==> config.mk <==
export PLATFORM = sky130hd
export DESIGN_NAME = inst_loader
export DESIGN_NICKNAME = d
export VERILOG_FILES = /design/src/rtl/inst_loader.sv
export SDC_FILE = /design/constraint.sdc
export NUM_CORES = 1
export LEC_CHECK = 0
export CAP_MARGIN = 20
export CORE_MARGIN = 10
export CORE_UTILIZATION = 55
export DETAILED_ROUTE_END_ITERATION = 8
export PLACE_DENSITY = 0.88
export SYNTH_ARGS = -nofsm -noshare
export SYNTH_HDL_FRONTEND = slang
export SYNTH_SLANG_ARGS = --single-unit
==> constraint.sdc <==
create_clock -name clk -period 2.9 [get_ports clk]
set_input_delay 0.58 -clock clk [delete_from_list [all_inputs] [get_ports clk]]
set_output_delay 0.58 -clock clk [all_outputs]
set_load 0.005 [all_outputs]
==> src/rtl/inst_loader.sv <==
// rtl/inst_loader.sv - byte-stream instruction-memory loader
// Assembles big-endian 32-bit words from a byte stream and writes them to instruction memory.
module inst_loader #(
  parameter int ADDR_W    = 32,
  parameter int MEM_BYTES = 1024
) (
  input  logic              clk,
  input  logic              rst,
  input  logic              start,
  input  logic [ADDR_W-1:0] base_addr,
  input  logic [15:0]       len_words,
  input  logic              s_valid,
  input  logic [7:0]        s_data,
  output logic              s_ready,
  output logic              mem_we,
  output logic [ADDR_W-1:0] mem_addr,
  output logic [31:0]       mem_wdata,
  output logic              busy,
  output logic              done,
  output logic              err,
  output logic              cpu_hold,
  output logic [31:0]       checksum
);

  typedef enum logic [1:0] {IDLE, RECV, WRITE, DONE} state_t;

  localparam logic [ADDR_W+1:0] MEM_LIMIT = (ADDR_W+2)'(MEM_BYTES);

  state_t            state;
  logic [ADDR_W-1:0] addr;
  logic [15:0]       len;
  logic [15:0]       word_cnt;
  logic [1:0]        byte_cnt;
  logic [31:0]       word;
  logic              rst_released;

  logic [ADDR_W-1:0] start_addr;
  logic [ADDR_W+1:0] end_addr;

  // Range check is done two bits wider than the address so a load near the top cannot wrap.
  assign start_addr = base_addr & ~(ADDR_W'(3));
  assign end_addr   = {2'b00, start_addr} + {{(ADDR_W-16){1'b0}}, len_words, 2'b00};

  assign cpu_hold = !rst_released || busy;

  always_ff @(posedge clk or negedge rst) begin
    if (!rst) begin
      state        <= IDLE;
      addr         <= '0;
      len          <= '0;
      word_cnt     <= '0;
      byte_cnt     <= '0;
      word         <= '0;
      rst_released <= 1'b0;
      s_ready      <= 1'b0;
      mem_we       <= 1'b0;
      mem_addr     <= '0;
      mem_wdata    <= '0;
      busy         <= 1'b0;
      done         <= 1'b0;
      err          <= 1'b0;
      checksum     <= '0;
    end else begin
      rst_released <= 1'b1;
      case (state)
        IDLE: begin
          if (start) begin
            addr     <= start_addr;
            len      <= len_words;
            word_cnt <= '0;
            byte_cnt <= '0;
            checksum <= '0;
            busy     <= 1'b1;
            if (end_addr > MEM_LIMIT) begin
              err   <= 1'b1;
              done  <= 1'b1;
              state <= DONE;
            end else begin
              err <= 1'b0;
              if (len_words == 16'd0) begin
                done  <= 1'b1;
                state <= DONE;
              end else begin
                s_ready <= 1'b1;
                state   <= RECV;
              end
            end
          end
        end
        RECV: begin
          // s_ready is held high for the whole of RECV, so s_valid alone marks a transfer.
          if (s_valid) begin
            byte_cnt                     <= byte_cnt + 2'd1;
            word[{~byte_cnt, 3'b000} +: 8] <= s_data;
            if (byte_cnt == 2'd3) begin
              s_ready   <= 1'b0;
              mem_we    <= 1'b1;
              mem_addr  <= addr;
              mem_wdata <= {word[31:8], s_data};
              state     <= WRITE;
            end
          end
        end
        WRITE: begin
          mem_we   <= 1'b0;
          addr     <= addr + ADDR_W'(4);
          word_cnt <= word_cnt + 16'd1;
          checksum <= checksum + mem_wdata;
          if (word_cnt + 16'd1 == len) begin
            done  <= 1'b1;
            state <= DONE;
          end else begin
            s_ready <= 1'b1;
            state   <= RECV;
          end
        end
        DONE: begin
          done  <= 1'b0;
          busy  <= 1'b0;
          state <= IDLE;
        end
        default: state <= IDLE;
      endcase
    end
  end

endmodule
==> run summary, run 1 <==
Pin count of the biggest net entering global routing - 63
Share of the synthesized area in the top cell type - 41.0%
Synth area leaders - dfrtp_1 41%, mux2_2 7.4%, ha_1 5.7%
Pwr/cell area - 864 mW/mm²
Via count of the first global-routing pass - 11500
Failing checks - negative setup slack
RSZ-0062 raised after global routing - yes
Final Hold Fails - 0
CP dominant cell by count - or4_4
Clock power frac - 18.6%
Worst Slack Setup Final - -46.5 ps
Critical Path AT - 3280 ps
Hold Path Class - input port to async pin
Total power - 13.7 mW
Largest area contributor in the netlist - dfrtp_1
Comb pwr share - 47.2%
DRC - 0
Yosys reg bits - 190
Num CTS Buffers - 17
CP max stage cell - or4_4
Worst Path Required - 3230 ps
Slew HR - 42.8%
Die Y - 165 µm
Fin cells - 1861
CP Cell Sequence - buf_8 > ha_4 > fa_2 > a21o_1 > o2bb2ai_2 > or4_4 > a31oi_4 > mux2_4 > o2111ai_2 > or4_4 > o31ai_4 > nand2_1
Switching Share - 38.8%
Reported max-cap violation count - 0
Maximum vdd drop - 576 µV
Flop pwr share - 34.2%
Seq/Total Area, Yosys - 41.0%
Max FO, Critical Path - 3
Fin crit share - 102%
P_leak - 7.11 nW
Drt via density - 6.27
Iteration-0 DRC Markers - 1193
IO Pins - 162
Fmax - 339 MHz
M3 GR Usage - 5.60%
Routed WL - 39000 µm
Die ar. - 0.0273 mm²
Initial Util - 55.5%
GRT Overall Usage - 27.8%
Met1 usage - 35.2%
Area of the core - 0.0209 mm²
Routability cong. - 0.979
Clk_skew - 10.7 ps
H-tree depth - 4
GR Overflow Total - 0
Ys async rst share - 100%
Initial antenna violation count - 1
Die Wd - 165 µm
Placed insts - 1817
Min Clock Period, post-route - 2950 ps
Layout cell share with drive strength beyond 1 - 24.2%
Crit Path Category - input port to flop
Detailed placer's ending HPWL - 27800 µm
Drt pass-1 iters - 5
Yosys cell types - 74
Routed vias - 11700
Clk_lat worst skew - 450 ps
Pint - 8.37 mW
Final Util - 75.8%
Routed len/inst - 21.0 µm
Reg2Reg Setup Slack - 90 ps
Longest Clk Path Bufs - 2
Post-route ant nets - 0
CTS tree - built
Final setup viols - 3
Clock Sinks - 190
Synthesis Warnings - 0
Crit path launch type - input port
Gate Count Post-Synth - 1269
Final Max Tran Viols - 0
Final nets - 1687
Ys flop type - dfrtp_1
Root Driver - clkbuf_16
# rows - 53
Post-synthesis area per instance - 9.14 µm²
Area growth, synth to finish - 36.6%
Worst path max stage delay - 530 ps
CTS clk-pin slew, worst paths - 70 ps
IO Port Bufs - 157
Met2 Track Usage GR - 46.1%
Status - complete, but fails checks
Tightest Pin Transition - 852 ps
Post-synth EDFFs - 0
Setup crit end kind - flop
Switching power - 5.32 mW
Most used routing layer - met2
First-pass GRT wire length - 60600 µm
Mapped cell area - 0.0116 mm²
==> cells in the mapped netlist, drive strengths merged, types with 4 or more instances <==
library cell / n
buf: 11
or2: 4
xor2: 29
nand4: 18
nor2: 65
o21ai: 125
nor4: 9
inv: 25
o21bai: 5
a211oi: 15
o31ai: 16
nor3: 19
o22a: 11
a21oi: 106
xnor2: 18
a21boi: 5
ha: 53
nand3: 50
mux2: 77
and4: 8
or3: 6
nand2b: 6
a31oi: 11
nor3b: 7
mux2i: 15
nand2: 176
and3: 18
o32ai: 4
dfrtp: 190
a22o: 4
o21a: 7
o211ai: 12
or4: 6
clkbuf: 48
a21o: 18
o22ai: 18
nor2b: 6
==> worst max-delay path, delay by kind of cell <==
family / cells / cell delay (ps)
adders and majority gates: 2 / 490
muxes: 1 / 180
and+or+nand+nor: 3 / 1060
buffers and inverters: 1 / 100
AOI/OAI and AO/OA: 5 / 860
==> power by group through the flow <==
stage / clock, mW / sequential [mW] / combinational (mW)
final: 2.55 / 4.69 / 6.46
after global routing: 2.67 / 4.80 / 7.03
after CTS: 2.54 / 4.65 / 6.34
after detailed placement: 0 / 4.67 / 6.16
after global placement: 0 / 4.60 / 5.93
after floorplan: 0 / 4.42 / 3.38
==> layout by cell type, fill, tap and decap left out, types with 18 or more instances in the layout <==
cell	n
a21o_1	18
a21oi_1	92
and3_1	18
buf_4	180
clkdlybuf4s50_1	126
dfrtp_1	190
ha_1	37
inv_1	25
mux2_2	76
nand2_1	173
nand3_1	47
nand4_1	18
nor2_1	63
o21ai_0	113
o22ai_1	18
xnor2_1	18
xor2_1	29
==> cell families after synthesis <==
logic type	count (synthesis)	share of synthesized area, %
and+or+nand+nor	403	16.3
AOI/OAI and AO/OA	395	21.3
DFF	190	41.0
muxes	92	8.77
buffers and inverters	85	2.93
adders and majority gates	55	6.06
xor gates and xnor gates	47	3.55
other	2	0.0647
==> metrics by stage <==
step / setup slack (ps) / hold slack (ps) / instance area (µm²) / TNS [ps]
2_1_floorplan: -251 / 284 / 11600 / -831
3_3_place_gp: -873 / 459 / 14700 / -3500
3_5_place_dp: -975 / 466 / 14700 / -4340
4_1_cts: -142 / 103 / 15600 / -431
5_1_grt: -120 / 114 / 15800 / -510
6_report: -46.5 / 82.0 / 15800 / -114
==> registers in the layout, summed over array words and instances (netlist names), 2 cells and up <==
register	flops
addr	30
byte_cnt	2
checksum	32
len	16
mem_addr	30
mem_wdata	32
state	2
word	24
word_cnt	16
==> timing repair <==
action	in CTS	in global routing
gates cloned	0	0
hold buffers	0	0
buffers inserted	7	4
resized for setup	76	52
pin swaps	24	29
endpoints found under the hold margin	0	0
setup endpoints to repair	13	13
==> path summary, 6_finish.rpt <==
path,startpoint,end,cells past startpoint
hold reg to reg,word[17],word[17],2
max in group asynchronous,rst,mem_wdata[27],2
setup / recovery,len_words[0],done,12
hold / removal,rst,checksum[9],1
min in group clk,len_words[1],len[1],2
setup reg to reg,checksum[0],checksum[12],12
==> layer usage <==
metal | up-vias | wire, µm
li1 | 5279 | -
met1 | 5647 | 15300
met2 | 627 | 18900
met3 | 111 | 3440
met4 | 0 | 1340
met5 | - | 0
==> area by class of cell <==
class,instances,area [µm²]
clock inverter,13,180
antenna,1,2.50
sequential,190,4750
timing repair buffer,342,3020
inverter,26,97.6
tap,275,344
multi-input combinational,995,6990
fill,1401,5040
clock buffer,19,453
(Power assumes the default switching activity.)
==> inputs of run 2 (changes only) <==
--- a/config.mk
+++ b/config.mk
@@ -10,5 +10,7 @@
 export CORE_UTILIZATION = 55
 export DETAILED_ROUTE_END_ITERATION = 8
-export PLACE_DENSITY = 0.88
+export DONT_BUFFER_PORTS = 1
+export GPL_ROUTABILITY_DRIVEN = 0
+export PLACE_DENSITY = 0.78
 export SYNTH_ARGS = -nofsm -noshare
 export SYNTH_HDL_FRONTEND = slang
==> constraint.sdc (replaced) <==
create_clock -name clk -period 2.9 [get_ports clk]
set_input_delay 0.58 -clock clk [delete_from_list [all_inputs] [get_ports clk]]
set_output_delay 0.58 -clock clk [all_outputs]
set_load 0.02 [all_outputs]
==> run summary, run 2 (same netlist as run 1, synthesis figures left out) <==
Min Clock Period, post-route - 2850 ps
Reported max-cap violation count - 0
Die ar. - 0.0273 mm²
Routed vias - 10400
Setup crit start - mem_wdata[0]
Clk_lat worst skew - 440 ps
Diode count - 0
Final setup viols - 0
Setup_tns - 0 ps
RSZ-0062 raised after global routing - yes
GRT Overall Usage - 24.2%
Clock Sinks - 190
Iteration-0 DRC Markers - 991
Crit path launch type - flop
Maximum vdd drop - 572 µV
Final Max Tran Viols - 0
Via count of the first global-routing pass - 9883
Design Area, Final - 0.0134 mm²
Failing checks - negative hold slack
Routed WL - 33600 µm
Commonest non-fill, non-tap cell in the layout - dfrtp_1
Setup crit end kind - flop
P_leak - 6.02 nW
Pre-CTS WS - -405 ps
Reg2Reg Depth - 12
Drt via density - 6.32
First-pass GRT wire length - 53100 µm
Initial antenna violation count - 0
Routed len/inst - 20.5 µm
Final Hold Fails - 190
Final Util - 64.1%
Fmax - 351 MHz
Placed insts - 1603
Reg2Reg Setup Slack - 50 ps
H-tree depth - 4
Crit path to - checksum[12]
Area growth, synth to finish - 15.5%
Most frequent cells in the layout - 186 x dfrtp_1, 174 x nand2_1, 118 x o21ai_0, 118 x buf_4, 99 x a21oi_1
CTS tree - built
Longest Clk Path Bufs - 2
Die Wd - 165 µm
IO Pins - 162
R2R Path End - checksum[12]
# rows - 53
Pin count of the biggest net entering global routing - 191
Max FO, Critical Path - 3
Die Y - 165 µm
Clk_skew - 15.0 ps
Worst Slack Setup Final - 53.5 ps
Tightest Pin Transition - 716 ps
Slew HR - 52.2%
Status - complete, but fails checks
Fin crit share - 98.2%
CTS clk-pin slew, worst paths - 70 ps
Pwr/cell area - 951 mW/mm²
Placement Cell Area - 0.0127 mm²
Top flop regs - checksum: 32 flops, mem_wdata: 32 flops
IO Port Bufs - 0
Num CTS Buffers - 17
Area of the core - 0.0209 mm²
Fin cells - 1637
Final hold slack - -165 ps
Drt pass-1 iters - 5
Hold Path Class - input port to async pin
Detailed placer's ending HPWL - 24500 µm
Worst Path Required - 3210 ps
Root Driver - clkbuf_16
Crit Path Category - flop to flop
GR Overflow Total - 0
Post-route ant nets - 0
Reg2reg start - mem_wdata[0]
DRC - 0
Initial Util - 55.5%
Total power - 12.7 mW
Critical Path AT - 3160 ps
Final nets - 1464
Layout cell share with drive strength beyond 1 - 20.6%
==> run 2: cell types whose count changed in the layout (fill, tap and decap cells not counted), moves of 6 or more <==
cell | before | now
a21oi_2 | 13 | 7
dlygate4sd2_1 | 15 | 0
ha_1 | 37 | 47
ha_4 | 14 | 4
buf_4 | 180 | 118
dlymetal6s2s_1 | 11 | 0
clkdlybuf4s50_1 | 126 | 0
a21oi_1 | 92 | 99
==> run 2: what timing repair did <==
| action | CTS | global route |
|---|---|---|
| pin swaps | 1 | 12 |
| setup endpoints to repair | 10 | 15 |
| resized for setup | 5 | 29 |
| endpoints found under the hold margin | 190 | 190 |
| buffers inserted | 0 | 2 |
==> run 2: power by group <==
group | total, mW | switching (mW) | internal, mW
Sequential | 5.14 | 1.47 | 3.67
Combinational | 5.21 | 2.87 | 2.34
Clock | 2.38 | 1.14 | 1.24
==> run 2: area by class of cell <==
cell class                 instances  area (µm²)
clock inverter                    14         146
tap                              275         344
multi-input combinational        995        6710
fill                            1643        7490
clock buffer                      18         439
inverter                          26        97.6
sequential                       190        4760
timing repair buffer             119         906
==> run 2: worst min-delay path by stage <==
stage	slack, ps	endpoint	startpoint	cells after the start
floorplan	280	addr[10]	rst	0
global placement	290	checksum[10]	rst	0
detailed placement	290	checksum[10]	rst	0
CTS	-180	addr[26]	rst	0
global route	-180	checksum[9]	rst	0
finish	-170	checksum[10]	rst	0
==> run 2: critical path: stages, from the launching register on <==
cell	delay, ps
dfrtp_1	390
ha_2	210
fa_2	400
a211oi_4	280
o21ai_2	100
buf_4	150
a21o_1	150
a21o_1	170
a21oi_2	140
nor2b_2	60
o41ai_2	400
xor2_1	200
o21ai_1	70
==> run 2: metal layers <==
layer	track usage [%]	wire, µm
met1	30.6	13600
met5	0	0
met3	6.99	3360
met2	39.9	16100
met4	6.40	535
==> inputs of run 3 (changes only) <==
CORE_MARGIN = default   (was 10)
CORE_UTILIZATION = 35   (was 55)
PLACE_DENSITY = 0.57   (was 0.78)
==> run summary, run 3 (same netlist as run 1, synthesis figures left out) <==
Status - complete, but fails checks
Failing checks - negative hold slack
Initial Util - 35.6%
Worst Path Required - 3230 ps
Post-route ant nets - 0
IO Port Bufs - 0
Max FO, Critical Path - 3
Via count of the first global-routing pass - 9861
Hold Path Class - input port to async pin
R2R Path End - checksum[31]
Area growth, synth to finish - 19.1%
Top flop regs - checksum: 32 flops, mem_wdata: 32 flops
Pint - 7.24 mW
Final setup viols - 0
Slew HR - 44.0%
Fin crit share - 96.6%
Pwr/cell area - 920 mW/mm²
Clock power frac - 18.2%
Root Driver - clkbuf_16
Crit path launch type - input port
First-pass GRT wire length - 54500 µm
Design Area, Final - 0.0138 mm²
Initial antenna violation count - 1
Placement Cell Area - 0.0131 mm²
Num CTS Buffers - 17
Final nets - 1487
Final Hold Fails - 190
H-tree depth - 4
Final hold slack - -182 ps
Worst Slack Setup Final - 99.2 ps
Critical Path AT - 3130 ps
Clk_lat worst skew - 450 ps
IO Pins - 162
Die ar. - 0.0339 mm²
Reported max-cap violation count - 0
Routed len/inst - 19.0 µm
# rows - 66
Comb pwr share - 41.6%
CTS clk-pin slew, worst paths - 80 ps
Die Y - 184 µm
Final Max Tran Viols - 0
Setup crit end kind - flop
Reg2Reg Setup Slack - 160 ps
Die Wd - 184 µm
Min Clock Period, post-route - 2800 ps
Pin count of the biggest net entering global routing - 191
Iteration-0 DRC Markers - 604
CTS tree - built
Clock Sinks - 190
Commonest non-fill, non-tap cell in the layout - dfrtp_1
Total power - 12.7 mW
P_leak - 6.13 nW
Crit Path Category - input port to flop
Met3 Wirelength - 2700 µm
GR Overflow Total - 0
Wire length on met2 - 16400 µm
Tightest Pin Transition - 833 ps
Reg2Reg Depth - 10
Detailed placer's ending HPWL - 26000 µm
Most frequent cells in the layout - 189 x dfrtp_1, 174 x nand2_1, 140 x buf_4, 118 x o21ai_0, 100 x a21oi_1
Drt pass-1 iters - 5
Pre-CTS WS - -395 ps
Routed WL - 34700 µm
Routed vias - 10100
Met1 wire length - 15300 µm
Longest Clk Path Bufs - 2
Fmax - 357 MHz
Switching Share - 43.0%
Switching power - 5.47 mW
Drt via density - 5.53
Highest metal used - met4
Maximum vdd drop - 584 µV
Flop pwr share - 40.2%
Clk_skew - 13.9 ps
DRC - 0
GRT Overall Usage - 20.8%
Reg2reg start - mem_wdata[1]
Area of the core - 0.0325 mm²
Layout cell share with drive strength beyond 1 - 22.1%
==> run 3: cell types whose count changed in the layout (fill, tap and decap cells not counted), moves of 2 or more <==
cell	delta
a211oi_1	-2
dfrtp_2	-3
ha_1	-2
a21oi_2	-2
buf_4	+22
dfrtp_1	+3
ha_4	+3
a211oi_2	+3
==> run 3: cell type report <==
cell class | instances | area (µm²)
fill | 3254 | 18700
multi-input combinational | 995 | 6750
sequential | 190 | 4760
timing repair buffer | 142 | 1090
tap | 442 | 553
clock buffer | 18 | 439
clock inverter | 14 | 119
inverter | 26 | 97.6
antenna | 1 | 2.50
==> run 3: repair_timing <==
item,4_1_cts,5_1_grt
resized for setup,9,26
buffers inserted,0,1
endpoints found under the setup margin,9,15
pin swaps,1,7
endpoints found under the hold margin,190,190
==> run 3: power by group through the flow <==
stage	clock network (mW)	registers, mW	logic (mW)
final	2.31	5.11	5.29
after global routing	2.47	5.28	5.87
after CTS	2.38	5.11	5.20
after detailed placement	0	5.16	5.17
after global placement	0	5.13	5.06
after floorplan	0	5.02	3.38
==> run 3: worst max path at each step <==
| stage | from | slack (ps) | cells after the start | endpoint |
|---|---|---|---|---|
| floorplan | base_addr[2] | -250 | 11 | state[1] |
| global placement | base_addr[2] | -360 | 11 | state[1] |
| detailed placement | base_addr[2] | -400 | 11 | done |
| CTS | mem_wdata[7] | 10 | 11 | checksum[30] |
| global route | checksum[1] | -20 | 10 | checksum[31] |
| finish | base_addr[2] | 100 | 12 | done |
==> run 3: worst max-delay path: stages <==
cell	delay, ps
ha_4	140
fa_2	340
a21o_1	210
o2bb2ai_2	140
or4_4	460
a31oi_4	210
o21ba_2	180
mux2i_1	250
nand4_1	150
buf_4	180
o31ai_4	230
nand2_1	70
==> run 3: per-layer routing <==
| metal | track usage (%) | vias to the layer above |
|---|---|---|
| li1 | - | 4883 |
| met1 | 26.6 | 4916 |
| met2 | 34.5 | 286 |
| met3 | 6.14 | 29 |
| met4 | 4.67 | 0 |
| met5 | 0 | - |
==> run 3: per-stage QoR <==
stage,util (%),setup TNS (ps),cells
after floorplan,-,-831,1270
after global placement,40.1,-1530,1794
after detailed placement,40.1,-1910,1794
after CTS,42.0,0,1826
after global routing,42.4,-20.7,1827
final,42.4,0,1828
